<file path="src/rtl/melody_sequencer.sv">
`default_nettype none
// ------------------------------------------------------------------------
// melody_sequencer : plays a ROM-stored song into the buzzer note/pitch
// Revision 1.0
// ------------------------------------------------------------------------
module melody_sequencer #(
    parameter int SIXTEENTH_CYCLES = 6_250_000,
    parameter int GAP_CYCLES       = 500_000,
    parameter int ADDR_W           = 6
) (
    input  logic              clk,
    input  logic              rst_n,
    input  logic              start,
    input  logic              stop,
    input  logic              loop_en,
    output logic [ADDR_W-1:0] rom_addr,
    input  logic [9:0]        rom_data,
    output logic [4:0]        note,
    output logic [1:0]        pitch,
    output logic              busy,
    output logic              done,
    output logic [ADDR_W-1:0] step_idx
);

    localparam int                  C_CNT_W     = $clog2(7 * SIXTEENTH_CYCLES);
    localparam logic [C_CNT_W-1:0]  C_GAP_CNT   = C_CNT_W'(GAP_CYCLES);
    localparam logic [ADDR_W-1:0]   C_ADDR_LAST = '1;

    typedef enum logic [2:0] {
        S_IDLE   = 3'd0,
        S_FETCH  = 3'd1,
        S_DECODE = 3'd2,
        S_PLAY   = 3'd3,
        S_DONE   = 3'd4
    } state_t;

    state_t              state_q,    state_d;
    logic [ADDR_W-1:0]   rom_addr_q, rom_addr_d;
    logic [ADDR_W-1:0]   step_idx_q, step_idx_d;
    logic [4:0]          note_q,     note_d;
    logic [1:0]          pitch_q,    pitch_d;
    logic                busy_q,     busy_d;
    logic                done_q,     done_d;
    logic [C_CNT_W-1:0]  cnt_q,      cnt_d;

    logic [2:0]          w_dur;
    logic [C_CNT_W-1:0]  w_load;

    assign w_dur  = rom_data[2:0];
    assign w_load = C_CNT_W'(int'(w_dur) * SIXTEENTH_CYCLES - 1);

    always_comb begin
        state_d    = state_q;
        rom_addr_d = rom_addr_q;
        step_idx_d = step_idx_q;
        note_d     = note_q;
        pitch_d    = pitch_q;
        busy_d     = busy_q;
        done_d     = 1'b0;
        cnt_d      = cnt_q;

        if (stop) begin
            state_d = S_IDLE;
            note_d  = '0;
            pitch_d = '0;
            busy_d  = 1'b0;
        end else begin
            case (state_q)
                S_IDLE: begin
                    note_d  = '0;
                    pitch_d = '0;
                    busy_d  = 1'b0;
                    if (start) begin
                        rom_addr_d = '0;
                        busy_d     = 1'b1;
                        state_d    = S_FETCH;
                    end
                end
                S_FETCH: begin
                    state_d = S_DECODE;
                end
                S_DECODE: begin
                    if (w_dur != 3'd0) begin
                        note_d     = rom_data[9:5];
                        pitch_d    = rom_data[4:3];
                        step_idx_d = rom_addr_q;
                        cnt_d      = w_load;
                        state_d    = S_PLAY;
                    end else if (loop_en && (rom_addr_q != '0)) begin
                        rom_addr_d = '0;
                        state_d    = S_FETCH;
                    end else begin
                        busy_d  = 1'b0;
                        done_d  = 1'b1;
                        state_d = S_DONE;
                    end
                end
                S_PLAY: begin
                    if (cnt_q == '0) begin
                        note_d  = '0;
                        pitch_d = '0;
                        if (rom_addr_q == C_ADDR_LAST) begin
                            busy_d  = 1'b0;
                            done_d  = 1'b1;
                            state_d = S_DONE;
                        end else begin
                            rom_addr_d = rom_addr_q + 1'b1;
                            state_d    = S_FETCH;
                        end
                    end else begin
                        cnt_d = cnt_q - 1'b1;
                        // Counter reaches GAP_CYCLES-1 on this edge: articulation gap starts
                        if (cnt_q == C_GAP_CNT) begin
                            note_d  = '0;
                            pitch_d = '0;
                        end
                    end
                end
                S_DONE: begin
                    state_d = S_IDLE;
                end
                default: begin
                    state_d = S_IDLE;
                end
            endcase
        end
    end

    always_ff @(posedge clk) begin
        if (!rst_n) begin
            state_q    <= S_IDLE;
            rom_addr_q <= '0;
            step_idx_q <= '0;
            note_q     <= '0;
            pitch_q    <= '0;
            busy_q     <= 1'b0;
            done_q     <= 1'b0;
            cnt_q      <= '0;
        end else begin
            state_q    <= state_d;
            rom_addr_q <= rom_addr_d;
            step_idx_q <= step_idx_d;
            note_q     <= note_d;
            pitch_q    <= pitch_d;
            busy_q     <= busy_d;
            done_q     <= done_d;
            cnt_q      <= cnt_d;
        end
    end

    assign rom_addr = rom_addr_q;
    assign step_idx = step_idx_q;
    assign note     = note_q;
    assign pitch    = pitch_q;
    assign busy     = busy_q;
    assign done     = done_q;

endmodule

`default_nettype wire

</file>
<file path="config.mk">
export PLATFORM = sky130hd
export DESIGN_NAME = melody_sequencer
export DESIGN_NICKNAME = d
export VERILOG_FILES = /design/src/rtl/melody_sequencer.sv
export SDC_FILE = /design/constraint.sdc
export NUM_CORES = 1
export LEC_CHECK = 0
export CORE_MARGIN = 10
export CORE_UTILIZATION = 35
export CTS_CLUSTER_SIZE = 14
export DETAILED_ROUTE_END_ITERATION = 10
export PLACE_DENSITY = 0.59
export SLEW_MARGIN = 10
export SYNTH_ARGS = -nofsm -noshare
export SYNTH_HDL_FRONTEND = slang
export SYNTH_SLANG_ARGS = --single-unit
</file>
<file path="constraint.sdc">
create_clock -name clk -period 10.53 [get_ports clk]
set_input_delay 2.106 -clock clk [delete_from_list [all_inputs] [get_ports clk]]
set_output_delay 2.106 -clock clk [all_outputs]
set_load 0.1 [all_outputs]
</file>
==> results.cfg, run 1 <==
[sta]
fin_crit_sh_pct = 53.8
setup_viol = 0
fin_crit_ps = 5670
fin_skew_ps = 6.44
fmax_mhz = 176
fin_setup_tns_ps = 0
slew_headroom_pct = 30.6
hold_viol_final = 0
rsz0062_at_grt = false
worst_pin_slew_ps = 1040
finalMaxSlewViolations = 0

[power]
max-vdd-ir-drop_v = 0.0000546
pwr-share-comb_pct = 27.3
swShare_pct = 31.0
p_int_uw = 344
p_seq_share_pct = 38.9
power_frac_clock_pct = 33.8
power.density_nw_per_um2 = 118
switchingPower_uw = 154
power_leakage_uw = 0.00155

[clock_network]
clock_latency_ps = 300
post_cts_buffers = 0
ctsResizeCount = 0
h-tree-depth = 2
cts_tree = yes
clock_sinks = 50
numCtsBuffers = 5
cts_hold_buf = 0
clock_path_buffers = 2
cts_root_buffer = clkbuf_8
clk_pin_slew_worst_paths_ps = 100

[logic_synthesis]
yosysUniqueCellTypes = 67
ys_warn_count = 0
synth_seq_cells = 50
synth_fp_nets = 513
synth_edf_count = 0
synth_area_um2 = 3620
yosysSeqAreaShare_pct = 27.6
syn-instance-count = 477
synth-async-reset-ratio_pct = 0
synth_top_flop_cell = dfxtp_1
synth.avg_cell_area_um2 = 7.59

[detailed_routing]
route.met3.wl_um = 346
drt_pre_antenna_iters = 5
wl_per_cell_um = 16.5
vias = 3605
m1WireLength_um = 5090
via_per_inst = 5.69
ant_nets = 0
routed-wl-met2_um = 4840
initialDrtViolationCount = 243
highest-signal-layer = met4
drt-total-wl_um = 10400
drc = 0

[layout]
syn_to_final_growth_pct = 16.4
diodes = 0
fillCellCount = 1089
final_nets = 533
layout-drive-gt1-share_pct = 5.02
final_area_um2 = 4220
final_util_pct = 41.4

[floorplan]
rows = 37
floorplan.initialDensity_pct = 35.6
die_h_um = 122
die_w_um = 122
core_um2 = 10200
pin_count = 36
die_area_um2 = 14800

[critical_path]
cp-start-kind = input pin
path_buf_inv = 2
crit_path_end_kind = register
required_ps = 10760
path_class = input pin to register
cp_slowest_stage_delay_ps = 690
cp.arrival_ps = 5900
cp_slowest_cell = clkdlybuf4s50_1
crit_fanout = 9
cp_top_family = compound AO/OA/AOI/OAI gates
worstPathCellList = clkdlybuf4s50_1, inv_1, ha_1, ha_1, nand2_1, o31ai_1, xor2_1, a2111oi_0, nand4_1, xor2_1, o22ai_1

[global_routing]
grt_pass1_vias = 3424
grt_pass1_wl_um = 17500
grt_max_degree = 32
grt_antenna_before_repair = 0
grt_overflow = 0
track_usage_pct = 14.1

[worst_hold_path]
worstHoldPathType = register to register

[placed_design]
hpwlAfterDp_um = 7760
placed_area_um2 = 4070
gp_congestion = 0.911
port_buffers = 35

[run_status]
status = complete, no violations

[run]
cap_violations = 0
[Yosys cell counts (7+ instances only)]
cell type | instances | share of area [%]
nor2_1 | 55 | 5.7
dfxtp_1 | 50 | 28
nand2_1 | 49 | 5.1
a21oi_1 | 32 | 4.4
o21ai_0 | 24 | 3.3
clkbuf_1 | 23 | 2.4
ha_1 | 18 | 6.2
nor3_1 | 18 | 2.5
inv_1 | 17 | 1.8
xnor2_1 | 15 | 3.6
a211oi_1 | 13 | 2.7
a22oi_1 | 12 | 2.5
nor4_1 | 11 | 1.9
nand3_1 | 9 | 1.2
nor2b_1 | 8 | 1.4
xor2_1 | 8 | 1.9
o21a_1 | 7 | 1.5
[cell usage in the layout, fill, tap and decap left out, types with 4 or more instances in the layout]
| cell type | n |
|---|---|
| inv_1 | 17 |
| nand3_1 | 9 |
| o22ai_1 | 4 |
| o21ai_0 | 24 |
| nor2_1 | 55 |
| nand3b_1 | 4 |
| nor2b_1 | 8 |
| dfxtp_1 | 50 |
| a21oi_1 | 32 |
| a31oi_1 | 4 |
| a211oi_1 | 13 |
| o31a_1 | 5 |
| nand4_1 | 4 |
| nor3_1 | 18 |
| xor2_1 | 8 |
| clkdlybuf4s50_1 | 35 |
| a21o_1 | 6 |
| xnor2_1 | 15 |
| nor4_1 | 11 |
| nand2_1 | 49 |
| a22oi_1 | 12 |
| or2_2 | 4 |
| ha_1 | 18 |
| o21a_1 | 7 |
| or3_1 | 6 |
| buf_4 | 4 |
| clkbuf_8 | 6 |
[layout make-up]
| cell class | instances | area [um2] | share of cell area (%) |
|---|---|---|---|
| clock buffer | 6 | 82.6 | 1.96 |
| multi-input combinational | 383 | 2450 | 58.2 |
| clock inverter | 2 | 60.1 | 1.42 |
| sequential | 50 | 1000 | 23.7 |
| tap | 136 | 170 | 4.04 |
| inverter | 18 | 67.6 | 1.60 |
| timing repair buffer | 39 | 380 | 9.02 |
[worst register-to-register path: cells and delay by family, from the launching register on]
kind | cells | cell delay (ps)
flip-flops | 1 | 350
AO/OA/AOI/OAI | 3 | 1010
AND/OR/NAND/NOR | 4 | 1580
[state kept, by name, indices dropped and copies added (netlist names)]
name / count
rom_addr: 6
cnt_q: 26
done: 1
state_q: 3
step_idx: 6
busy: 1
pitch: 2
note: 5
[final timing paths]
check                                   end   startpoint  slack, ps  cells past startpoint
worst max-delay path              cnt_q[24]  rom_data[2]       4860                     11
worst min-delay path            step_idx[5]  step_idx[5]        460                      2
worst min register to register  step_idx[5]  step_idx[5]        460                      2
worst max register to register    cnt_q[18]     cnt_q[2]       7510                      7
[through the flow]
step                hold WS [ps]  power, uW  worst slack [ps]  cells
floorplan                    466        299              5590    477
global route                 488        526              4560    634
finish                       461        498              4860    634
CTS                          468        499              4900    634
global placement             444        332              4680    626
detailed placement           454        332              4590    626
[power groups by stage]
stage | combinational, uW | sequential, uW | clock [uW]
floorplan | 97.1 | 202 | 0
global placement | 134 | 198 | 0
detailed placement | 134 | 198 | 0
CTS | 135 | 194 | 170
global route | 151 | 194 | 181
finish | 136 | 194 | 168
[logic make-up after synthesis]
logic type / synth area share, %
and+or+nand+nor: 25.9
AOI/OAI and AO/OA: 28.4
DFF: 27.6
buffers and inverters: 4.63
xor gates and xnor gates: 5.56
adders and majority gates: 7.88
[layer usage]
| metal | global-route usage [%] | vias to the layer above |
|---|---|---|
| met2 | 23.1 | 68 |
| met3 | 1.94 | 13 |
| li1 | - | 1796 |
| met1 | 19.2 | 1728 |
| met5 | 0 | - |
| met4 | 3.28 | 0 |
No activity file was read; power rests on OpenSTA's default activity.
==> run 2: changes to the inputs <==
clock period = 5.6 ns   (was 10.53 ns; I/O delays follow)
==> run 2 against run 1 <==
Hold slack worse by 1.7 ps. Total power up 78%. Worst setup slack got worse by 4100 ps. Wire length down 0.30%. Register-to-register slack worse by 4900 ps. Via count is 0.19% higher. Sequential share of layout area grew 0.12 points. Combinational power grew 90%. Sequential cell count unchanged. Critical path type unchanged. Critical endpoint unchanged. Largest cell class unchanged. Largest power group unchanged.
==> results.cfg, run 2 (synthesis gave the netlist of run 1 again) <==
[run_status]
status = complete, no violations

[layout]
mostFrequentLayoutCells = nor2_1, dfxtp_1, nand2_1
final_common_cell = nor2_1
largest_register = cnt_q
syn_to_final_growth_pct = 15.8
final_nets = 534
largest_reg_flops = 26
fin_cells = 635
fillCellCount = 1055
final_area_um2 = 4190
layout-drive-gt1-share_pct = 5.21
diodes = 0

[detailed_routing]
ant_nets = 0
vias = 3612
drt-total-wl_um = 10400
drc = 0
via_per_inst = 5.69
initialDrtViolationCount = 429
wl_per_cell_um = 16.4
drt_pre_antenna_iters = 5

[sta]
rsz0062_at_grt = false
finalMaxSlewViolations = 0
worst_pin_slew_ps = 993
whs_ps = 460
setup_viol = 0
fin_crit_ps = 4800
fin_setup_tns_ps = 0
slew_headroom_pct = 33.6
hold_viol_final = 0
fin_crit_sh_pct = 85.7
fmax_mhz = 208
fin_skew_ps = 7.02

[global_routing]
track_usage_pct = 13.8
grt_pass1_wl_um = 17300
grt_antenna_before_repair = 0
grt_overflow = 0
grt_max_degree = 32
grt_pass1_vias = 3360

[placed_design]
dp.cells = 627
port_buffers = 35
hpwlAfterDp_um = 7770
placed_area_um2 = 4080
gp_congestion = 0.860

[critical_path]
crit_path_end_kind = register
cp_slowest_cell = clkdlybuf4s50_1
r2r_start = cnt_q[2]
cp-endpoint = cnt_q[24]
required_ps = 5840
path_buf_inv = 2
cp-start-kind = input pin
cp_top_family = compound AO/OA/AOI/OAI gates
cp_slowest_stage_delay_ps = 700
worstReg2RegEnd = cnt_q[18]
path_class = input pin to register
cp.arrival_ps = 5040
reg2reg_depth = 7
cp-startpoint = rom_data[2]
worst-path-stages = 11
crit_fanout = 9
regToRegSetupSlack_ps = 2610
worstPathCellList = clkdlybuf4s50_1, inv_1, ha_1, ha_1, nand2_1, o31ai_1, xor2_1, a2111oi_0, nand4_1, xor2_1, o22ai_1

[power]
max-vdd-ir-drop_v = 0.000114
p_int_uw = 589
power_leakage_uw = 0.00153
switchingPower_uw = 296
power_uw = 885
pwr-share-comb_pct = 29.1
power_frac_clock_pct = 29.7
p_seq_share_pct = 41.1
power.density_nw_per_um2 = 211
swShare_pct = 33.4

[floorplan]
pin_count = 36
die_w_um = 122
die_h_um = 122
die_area_um2 = 14800
rows = 37
core_um2 = 10200
floorplan.initialDensity_pct = 35.6

[worst_hold_path]
hp-start = step_idx[3]
worstHoldPathType = register to register

[clock_network]
clock_sinks = 50
cts_hold_buf = 0
clock_latency_ps = 310
post_cts_buffers = 0
cts_root_buffer = clkbuf_8
cts_tree = yes
clock_path_buffers = 2
clk_pin_slew_worst_paths_ps = 100
numCtsBuffers = 5
ctsResizeCount = 0
h-tree-depth = 2

[run]
cap_violations = 0
==> run 2: power groups by stage <==
stage | logic, uW | registers, uW | clock network (uW)
after floorplan | 183 | 379 | 0
after global placement | 255 | 373 | 0
after detailed placement | 256 | 373 | 0
after CTS | 258 | 364 | 271
after global routing | 285 | 365 | 283
final | 258 | 364 | 263
==> run 2: layout make-up <==
cell class,count,area [um2],share of cell area (%)
Clock buffer,5,68.8,1.64
Tap cell,136,170,4.06
Inverter,18,67.6,1.61
Timing Repair Buffer,40,388,9.25
Sequential cell,50,1000,23.9
Clock inverter,3,45.0,1.07
Multi-Input combinational cell,383,2450,58.5
==> run 2: through the flow <==
step,setup WS [ps],util [%]
2_1_floorplan,1650,-
3_3_place_gp,645,40.1
3_5_place_dp,553,40.1
4_1_cts,871,41.2
5_1_grt,576,41.2
6_report,802,41.2
==> run 2: worst reg2reg max path, cell delays in order, from the launching register on <==
cell	delay (ps)
dfxtp_1	350
nor4_1	520
nand3_1	430
nor4_1	450
a21o_1	500
nor2_1	200
a31o_2	280
a211oi_1	190
==> run 2: routing by layer <==
layer,vias to the layer above,track usage [%],wire (um)
met3,11,2.04,567
met1,1693,19.3,5030
met4,0,2.61,126
li1,1793,-,-
met5,-,0,0
met2,115,22.3,4690
==> run 2: how the worst min path moves through the flow <==
stage / end / slack [ps] / cells past startpoint
after floorplan: cnt_q[16] / 470 / 2
after global placement: step_idx[4] / 440 / 2
after detailed placement: step_idx[3] / 450 / 2
after CTS: step_idx[3] / 460 / 2
after global routing: step_idx[3] / 480 / 2
final: step_idx[3] / 460 / 2
